<file path="config.mk">
export PLATFORM = sky130hd
export DESIGN_NAME = keypad_scan_debounce
export DESIGN_NICKNAME = d
export VERILOG_FILES = /design/src/rtl/keypad_scan_debounce.sv
export SDC_FILE = /design/constraint.sdc
export NUM_CORES = 1
export LEC_CHECK = 0
export CORE_UTILIZATION = 59
export DETAILED_ROUTE_END_ITERATION = 8
export PLACE_DENSITY_LB_ADDON = 0.15
export SLEW_MARGIN = 20
export SYNTH_ARGS = -nofsm -noshare
export SYNTH_HDL_FRONTEND = slang
export SYNTH_SLANG_ARGS = --single-unit
</file>
<file path="constraint.sdc">
create_clock -name clk -period 4.89 [get_ports clk]
set_input_delay 0.978 -clock clk [delete_from_list [all_inputs] [get_ports clk]]
set_output_delay 0.978 -clock clk [all_outputs]
set_load 0.01 [all_outputs]
</file>
<file path="src/rtl/keypad_scan_debounce.sv">
// keypad_scan_debounce: 4x4 active-low matrix scanner with whole-frame debounce
// and single-cycle press/release strobes on a held-key state machine.
module keypad_scan_debounce #(
    parameter int SETTLE_CYCLES   = 1000,
    parameter int DEBOUNCE_FRAMES = 4
) (
    input  logic       clk,
    input  logic       rst_n,
    output logic [3:0] LINE,
    input  logic [3:0] COLLUMMN,
    output logic [3:0] keyword,
    output logic [1:0] flag_pressed
);
    localparam int SW = $clog2(SETTLE_CYCLES);
    localparam int DW = $clog2(DEBOUNCE_FRAMES + 1);
    localparam logic [SW-1:0] SETTLE_LAST = SW'(SETTLE_CYCLES - 1);
    localparam logic [DW-1:0] DB_MAX = DW'(DEBOUNCE_FRAMES);
    // Nibble {row,col} holds the code: row0 1 2 3 A, row1 4 5 6 B, row2 7 8 9 C, row3 * 0 # D
    localparam logic [63:0] KEYMAP = 64'hDF0E_C987_B654_A321;

    typedef enum logic [2:0] {S_IDLE, S_PRESS, S_HELD, S_REL, S_ROLL} state_t;

    logic [1:0]    r_row;
    logic [SW-1:0] r_settle;
    logic [3:0]    r_line;
    logic [1:0]    r_hits;
    logic [3:0]    r_code;
    logic          r_frame_done;
    logic          r_cand_v;
    logic [3:0]    r_cand;
    logic [DW-1:0] r_dcnt;
    state_t        r_state, w_state_nx;
    logic [3:0]    r_key, w_key_nx;
    logic [1:0]    r_flag, w_flag_nx;

    logic [2:0] w_row_cnt;
    logic [1:0] w_col;
    logic [2:0] w_sum;
    logic [1:0] w_tot;
    logic [3:0] w_map;
    logic [3:0] w_code;
    logic       w_last;
    logic       w_frame_end;
    logic       w_res_v;
    logic       w_same;
    logic       w_accept;

    always_comb begin
        w_row_cnt = 3'd0;
        w_col     = 2'd0;
        for (int c = 0; c < 4; c++) begin
            if (!COLLUMMN[c]) begin
                w_row_cnt = w_row_cnt + 3'd1;
                w_col     = 2'(c);
            end
        end
    end

    // Hit count saturates at 2: anything above one key in a frame is rejected
    assign w_sum       = {1'b0, r_hits} + w_row_cnt;
    assign w_tot       = (w_sum > 3'd2) ? 2'd2 : w_sum[1:0];
    assign w_map       = KEYMAP[{r_row, w_col, 2'b00} +: 4];
    assign w_code      = (w_row_cnt == 3'd1) ? w_map : r_code;
    assign w_last      = r_settle == SETTLE_LAST;
    assign w_frame_end = w_last && r_row == 2'd3;
    assign w_res_v     = w_tot == 2'd1;
    assign w_same      = (w_res_v == r_cand_v) && (!w_res_v || w_code == r_cand);
    assign w_accept    = r_frame_done && r_dcnt == DB_MAX;

    always_ff @(posedge clk) begin
        if (!rst_n) begin
            r_row        <= 2'd0;
            r_settle     <= '0;
            r_line       <= 4'b1110;
            r_hits       <= 2'd0;
            r_code       <= 4'd0;
            r_frame_done <= 1'b0;
        end else begin
            r_frame_done <= w_frame_end;
            if (w_last) begin
                r_settle <= '0;
                r_row    <= r_row + 2'd1;
                r_line   <= {r_line[2:0], r_line[3]};
                r_hits   <= (r_row == 2'd3) ? 2'd0 : w_tot;
                r_code   <= w_code;
            end else begin
                r_settle <= r_settle + SW'(1);
            end
        end
    end

    always_ff @(posedge clk) begin
        if (!rst_n) begin
            r_cand_v <= 1'b0;
            r_cand   <= 4'd0;
            r_dcnt   <= '0;
        end else if (w_frame_end) begin
            if (w_same) begin
                r_dcnt <= (r_dcnt == DB_MAX) ? r_dcnt : r_dcnt + DW'(1);
            end else begin
                r_cand_v <= w_res_v;
                r_cand   <= w_code;
                r_dcnt   <= DW'(1);
            end
        end
    end

    always_ff @(posedge clk) begin
        if (!rst_n) begin
            r_state <= S_IDLE;
            r_key   <= 4'd0;
            r_flag  <= 2'b00;
        end else begin
            r_state <= w_state_nx;
            r_key   <= w_key_nx;
            r_flag  <= w_flag_nx;
        end
    end

    // A rollover passes through S_ROLL so the release strobe precedes the new press
    always_comb begin
        w_state_nx = r_state;
        w_key_nx   = r_key;
        w_flag_nx  = r_flag;
        case (r_state)
            S_IDLE: if (w_accept && r_cand_v) begin
                w_state_nx = S_PRESS;
                w_key_nx   = r_cand;
                w_flag_nx  = 2'b01;
            end
            S_PRESS: begin
                w_state_nx = S_HELD;
                w_flag_nx  = 2'b10;
            end
            S_HELD: if (w_accept && (!r_cand_v || r_cand != r_key)) begin
                w_state_nx = r_cand_v ? S_ROLL : S_REL;
                w_flag_nx  = 2'b11;
            end
            S_REL: begin
                w_state_nx = S_IDLE;
                w_flag_nx  = 2'b00;
            end
            S_ROLL: begin
                w_state_nx = S_PRESS;
                w_key_nx   = r_cand;
                w_flag_nx  = 2'b01;
            end
            default: begin
                w_state_nx = S_IDLE;
                w_flag_nx  = 2'b00;
            end
        endcase
    end

    assign LINE         = r_line;
    assign keyword      = r_key;
    assign flag_pressed = r_flag;
endmodule

</file>
**After elaboration in Yosys (flattened, before gate mapping)**

Cells that the tools add are included.
Widths: inputs -> output; s select.

- Add/subtract/negate cells: 7
- $lt $le $gt $ge: 1
- Equality and inequality tests: 14
- Shift operators: 1
- Muxes and demuxes: 21
- Bitwise gates (word level): 2
- Reductions and logical operators: 16

Operator list:

| cell | count |
|---|---|
| $shiftx 64x7->4 const A | 1 |
| $mux 3 | 8 |
| $add 3x1->3 const B | 4 |
| $mux 2 | 6 |
| $pmux 3 s4 | 1 |
| $add 10x1->10 const B | 1 |
| $eq 10x10->1 const B | 1 |
| $mux 4 | 2 |
| $pmux 2 s4 | 1 |
| $pmux 4 s2 | 1 |
| $reduce_and 2->1 | 4 |
| $eq 3x1->1 const B | 2 |
| $eq 3x3->1 const B | 2 |
| $ne 2x2->1 const B | 3 |
| $logic_and 1x1->1 | 5 |
| $eq 4x4->1 | 1 |
| $ne 4x4->1 | 1 |
| $add 2x3->3 | 1 |
| $eq 3x2->1 const B | 1 |
| $gt 3x2->1 const B | 1 |
| $logic_not 3->1 | 1 |
| $add 2x1->2 const B | 1 |
| $eq 2x1->1 const B | 1 |
| $eq 2x2->1 const B | 1 |
| 7 further kinds | 11 |

- Bits in registers: 40
- Input bits: 6

**Depth between registers and ports, before layout**

- Depth after elaboration: 16
- Mapped depth: 15

**Worst setup path before layout**

No wires, ideal clock.

- Path kind: input-to-reg
- From: input port COLLUMMN[0]
- To: register r_dcnt[0]
- Setup time: 61 ps
- Arrival: 4,028 ps
- Data required time: 4,829 ps
- Setup slack: 801 ps
- Stages: 14
- Path buffers: 0
- Cell sequence: inv_1 ha_1 xnor2_1 ha_1 nor2_2 a31oi_4 inv_2 fa_1 xnor3_1 nor2b_1 and2_1 and4b_1 a311oi_4 o221a_1

- Cells in the longest elaborated chain, start to end: 16
- Elaborated cells between the ends (all ways): 21

Ends and longest elaborated chain:

| what | RTL line | source |
|---|---|---|
| start, declared | 10 | `input logic [3:0] COLLUMMN,` |
| $mux 1 (*) | 52 | `if (!COLLUMMN[c]) begin` |
| $add 3x1->3 | 53 | `w_row_cnt = w_row_cnt + 3'd1;` |
| $mux 3 (*) | 52 |  |
| $add 3x1->3 | 53 |  |
| $mux 3 (*) | 52 |  |
| $add 3x1->3 | 53 |  |
| $mux 3 (*) | 52 |  |
| $add 2x3->3 | 60 | `assign w_sum = {1'b0, r_hits} + w_row_cnt;` |
| $gt 3x2->1 | 61 | `assign w_tot = (w_sum > 3'd2) ? 2'd2 : w_sum[1:0];` |
| $mux 2 | 61 |  |
| $eq 2x1->1 | 66 | `assign w_res_v = w_tot == 2'd1;` |
| $logic_not 1->1 | 67 | `assign w_same = (w_res_v == r_cand_v) && (!w_res_v \|\| w_code == r_cand);` |
| $logic_or 1x1->1 | 67 |  |
| $logic_and 1x1->1 (*) | 67 |  |
| $ne 2x2->1 (no source line) | - |  |
| $reduce_and 2->1 (no source line) | - |  |
| end signal, assigned | 99 | `r_dcnt <= (r_dcnt == DB_MAX) ? r_dcnt : r_dcnt + DW'(1);` |
| end, declared | 31 | `logic [DW-1:0] r_dcnt;` |

Mark *: on every way between the ends. The rest lies on a longest branch, timed or not.
A chain may end at the register's enable or synchronous reset.

**Worst setup path after layout**

Same ends and word-level chain as after synthesis.

==> qor.csv <==
stage,metric,value,unit
global_route,grt_use_met3,4.75,%
layout,diodes,0,
timing,fin_hold_ws,0.465,ns
synth,syn-cell-area,2340,um^2
synth,synth.area.top_cells,"dfxtp_1, nand2_1, ha_1",
floorplanning,start_util,62.6,%
layout,final_util,70.5,%
critical_path,r2r_slack,2.33,ns
layout,final_cell_mix,"dfxtp_1, nand2_1, nor2_1, clkdlybuf4s50_1",
critical_path,slowest_stage,a311oi_4,
synth,ys_seq_elements,40,
synth,yosysTopAreaCell,dfxtp_1,
global_route,grt_pass1_vias,1741,
timing,fin_skew,0.00441,ns
synth,synth_edf_count,0,
timing,fin_setup_tns,0,ns
synth,yosysTopAreaCellShare,34.2,%
timing,relSlewSlack,52.5,%
floorplanning,core-area,3740,um^2
cts,post_cts_resized,0,
floorplanning,die_area,4230,um^2
critical_path,worst-r2r-cell-count,9,
floorplanning,ios,16,
timing,fin_crit_sh,92.9,%
synth,seq_area_frac_synth,34.2,%
critical_path,path_max_fanout,6,
drt,routed_wl,4.44,mm
global_route,top_usage_layer,met2,
synth,yosys.cell_types.count,53,
timing,final-setup-viol-count,0,
drt,first_pass_iters,4,
global_route,grt_pass1_wl,8.02,mm
drt,wl_per_cell,13.4,um
drt,ant_nets,0,
critical_path,critical_path_class,in2reg,
cts,cts_tree,yes,
power,power_leakage,0.00107,uW
cts,post-cts-setup-buffers,0,
cts,worstSkewPairLatency,0.28,ns
timing,hold_violations,0,
timing,fmax,220,MHz
global_route,met1_usage,31.3,%
cts,cts_buffers,5,
power,vdd_drop_max,0.128,mV
global_route,grt_antenna_before_repair,0,
cts,clk_pin_slew_worst_paths,0.08,ns
cts,holdBufCountCts,0,
outcome,status,"complete, no violations",
synth,yosysWarnings,0,
critical_path,crit_required,5.12,ns
cts,cts-root-buf,clkbuf_8,
synth,netlist_instances,268,
layout,area_delta_synth_final,12.5,%
drt,vias,1799,
floorplanning,die_y,65.0,um
drt,dr.first_iter.drc_count,64,
cts,cts_buffer_depth,2,
critical_path,crit_top_cell,ha_1,
floorplanning,die_x,65.0,um
critical_path,worst-endpoint-arrival,4.77,ns
run,max_cap_violations,0,
min_path,holdPathEnd,r_settle[0],
cts,numClockSinks,40,
power,p_per_area,269,nW/um^2
global_route,overflow,0,
cts,htree_levels,2,
drt,drc_errors,0,
min_path,hp-class,reg2reg,
min_path,hold_start,r_settle[0],
synth,synth_async_sr_flop_share,0,%
layout,drive_above_1_share,9.15,%
timing,layout_min_cycle_time,4.54,ns
timing,rsz0062_at_grt,no,
layout,nets,300,
placed_design,hpwl,3.29,mm
critical_path,cpPeakStageDelay,0.49,ns
placed_design,gp_congestion,0.775,
critical_path,r2r_end,r_dcnt[0],
synth,synth.avg_cell_area,8.75,um^2
synth,synth_nets,285,
critical_path,cp-start-kind,input port,
critical_path,end_kind,flop,
timing,tightest_slew,0.710,ns
critical_path,worstReg2RegStart,r_hits[0],
global_route,use_met2,42.3,%
critical_path,path_cells,clkdlybuf4s50_1 > inv_1 > ha_1 > xnor2_1 > ha_1 > nor2_2 > a31oi_4 > inv_2 > fa_1 > xnor3_1 > nor2b_1 > and2_1 > and4b_1 > a311oi_4 > o221a_1,
global_route,grt_usage,24.5,%
placed_design,numPortBuffers,15,
drt,via_per_inst,5.42,
global_route,grt_max_degree,23,
synth,synthFlopType,dfxtp_1,
floorplanning,num_rows,22,
timing,drv_slew,0,
min_path,hold_depth,1,
-- Yosys cell counts (8+ instances only) --
library cell   n
xnor2_1        8
dfxtp_1       40
nor2_1        19
nand3_1       12
ha_1          10
mux2i_1       12
nor2b_1       10
a21oi_1        8
nand2_1       40
xor2_1         9
inv_1         10
-- layer usage --
metal | vias up | share of wire, %
met5 | - | 0
met4 | 0 | 0.99
met3 | 5 | 1.8
met2 | 19 | 49
met1 | 816 | 48
li1 | 959 | -
-- logic make-up (layout without fill, tap and decap cells) --
| kind of cell | count (synthesis) | after routing | synth area share (%) |
|---|---|---|---|
| AND/OR/NAND/NOR | 122 | 122 | 27.5 |
| XOR/XNOR | 18 | 18 | 7.31 |
| AO/OA/AOI/OAI | 43 | 43 | 14.8 |
| adder cells (fa/ha/maj) | 11 | 11 | 6.19 |
| multiplexers | 12 | 12 | 5.12 |
| flip-flops | 40 | 40 | 34.2 |
| buffers and inverters | 22 | 38 | 4.86 |
-- layout make-up --
| type | instances | area [um^2] |
|---|---|---|
| clock buffers | 7 | 96.3 |
| multi-input cells | 206 | 1430 |
| flip-flops and latches | 40 | 801 |
| inverters | 11 | 41.3 |
| repair buffers | 19 | 180 |
| clock inverters | 1 | 30.0 |
| fillers | 326 | 1100 |
| well taps | 48 | 60.1 |
-- report_power, final --
| group | total, uW | switching (uW) | internal, uW |
|---|---|---|---|
| logic | 87.7 | 49.6 | 38.1 |
| registers | 330 | 2.09 | 327 |
| clock network | 292 | 112 | 180 |
-- critical path, delay by kind of cell --
family                   cells  cell delay, ns
XOR/XNOR                     2            0.56
adder cells (fa/ha/maj)      3            1.07
AND/OR/NAND/NOR              4            0.54
buffers and inverters        3            0.63
AO/OA/AOI/OAI                3            1.01
-- flip-flops by register name (all words and copies together) (netlist names), 3 cells and up --
signal,cells
r_settle,10
r_dcnt,3
LINE,4
r_code,4
r_state,3
r_cand,4
keyword,4
-- how the worst max path moves through the flow --
stage	start	endpoint	slack [ns]	cells past startpoint
floorplan	COLLUMMN[0]	r_dcnt[0]	0.80	14
detailed placement	COLLUMMN[0]	r_cand[0]	0.04	15
global route	COLLUMMN[0]	r_dcnt[0]	0.12	15
CTS	COLLUMMN[0]	r_cand[0]	0.33	15
global placement	COLLUMMN[0]	r_dcnt[0]	0.14	15
finish	COLLUMMN[0]	r_dcnt[0]	0.35	15
-- stage by stage --
step                      cells  instance area (um^2)  setup slack (ns)  total power (uW)
after floorplan             268                  2340             0.801               408
after global placement      324                  2510             0.136               423
after detailed placement    324                  2510            0.0420               424
after CTS                   332                  2640             0.330               714
after global routing        332                  2640             0.116               740
final                       332                  2640             0.346               709
Power figures use the tool's default switching activity.
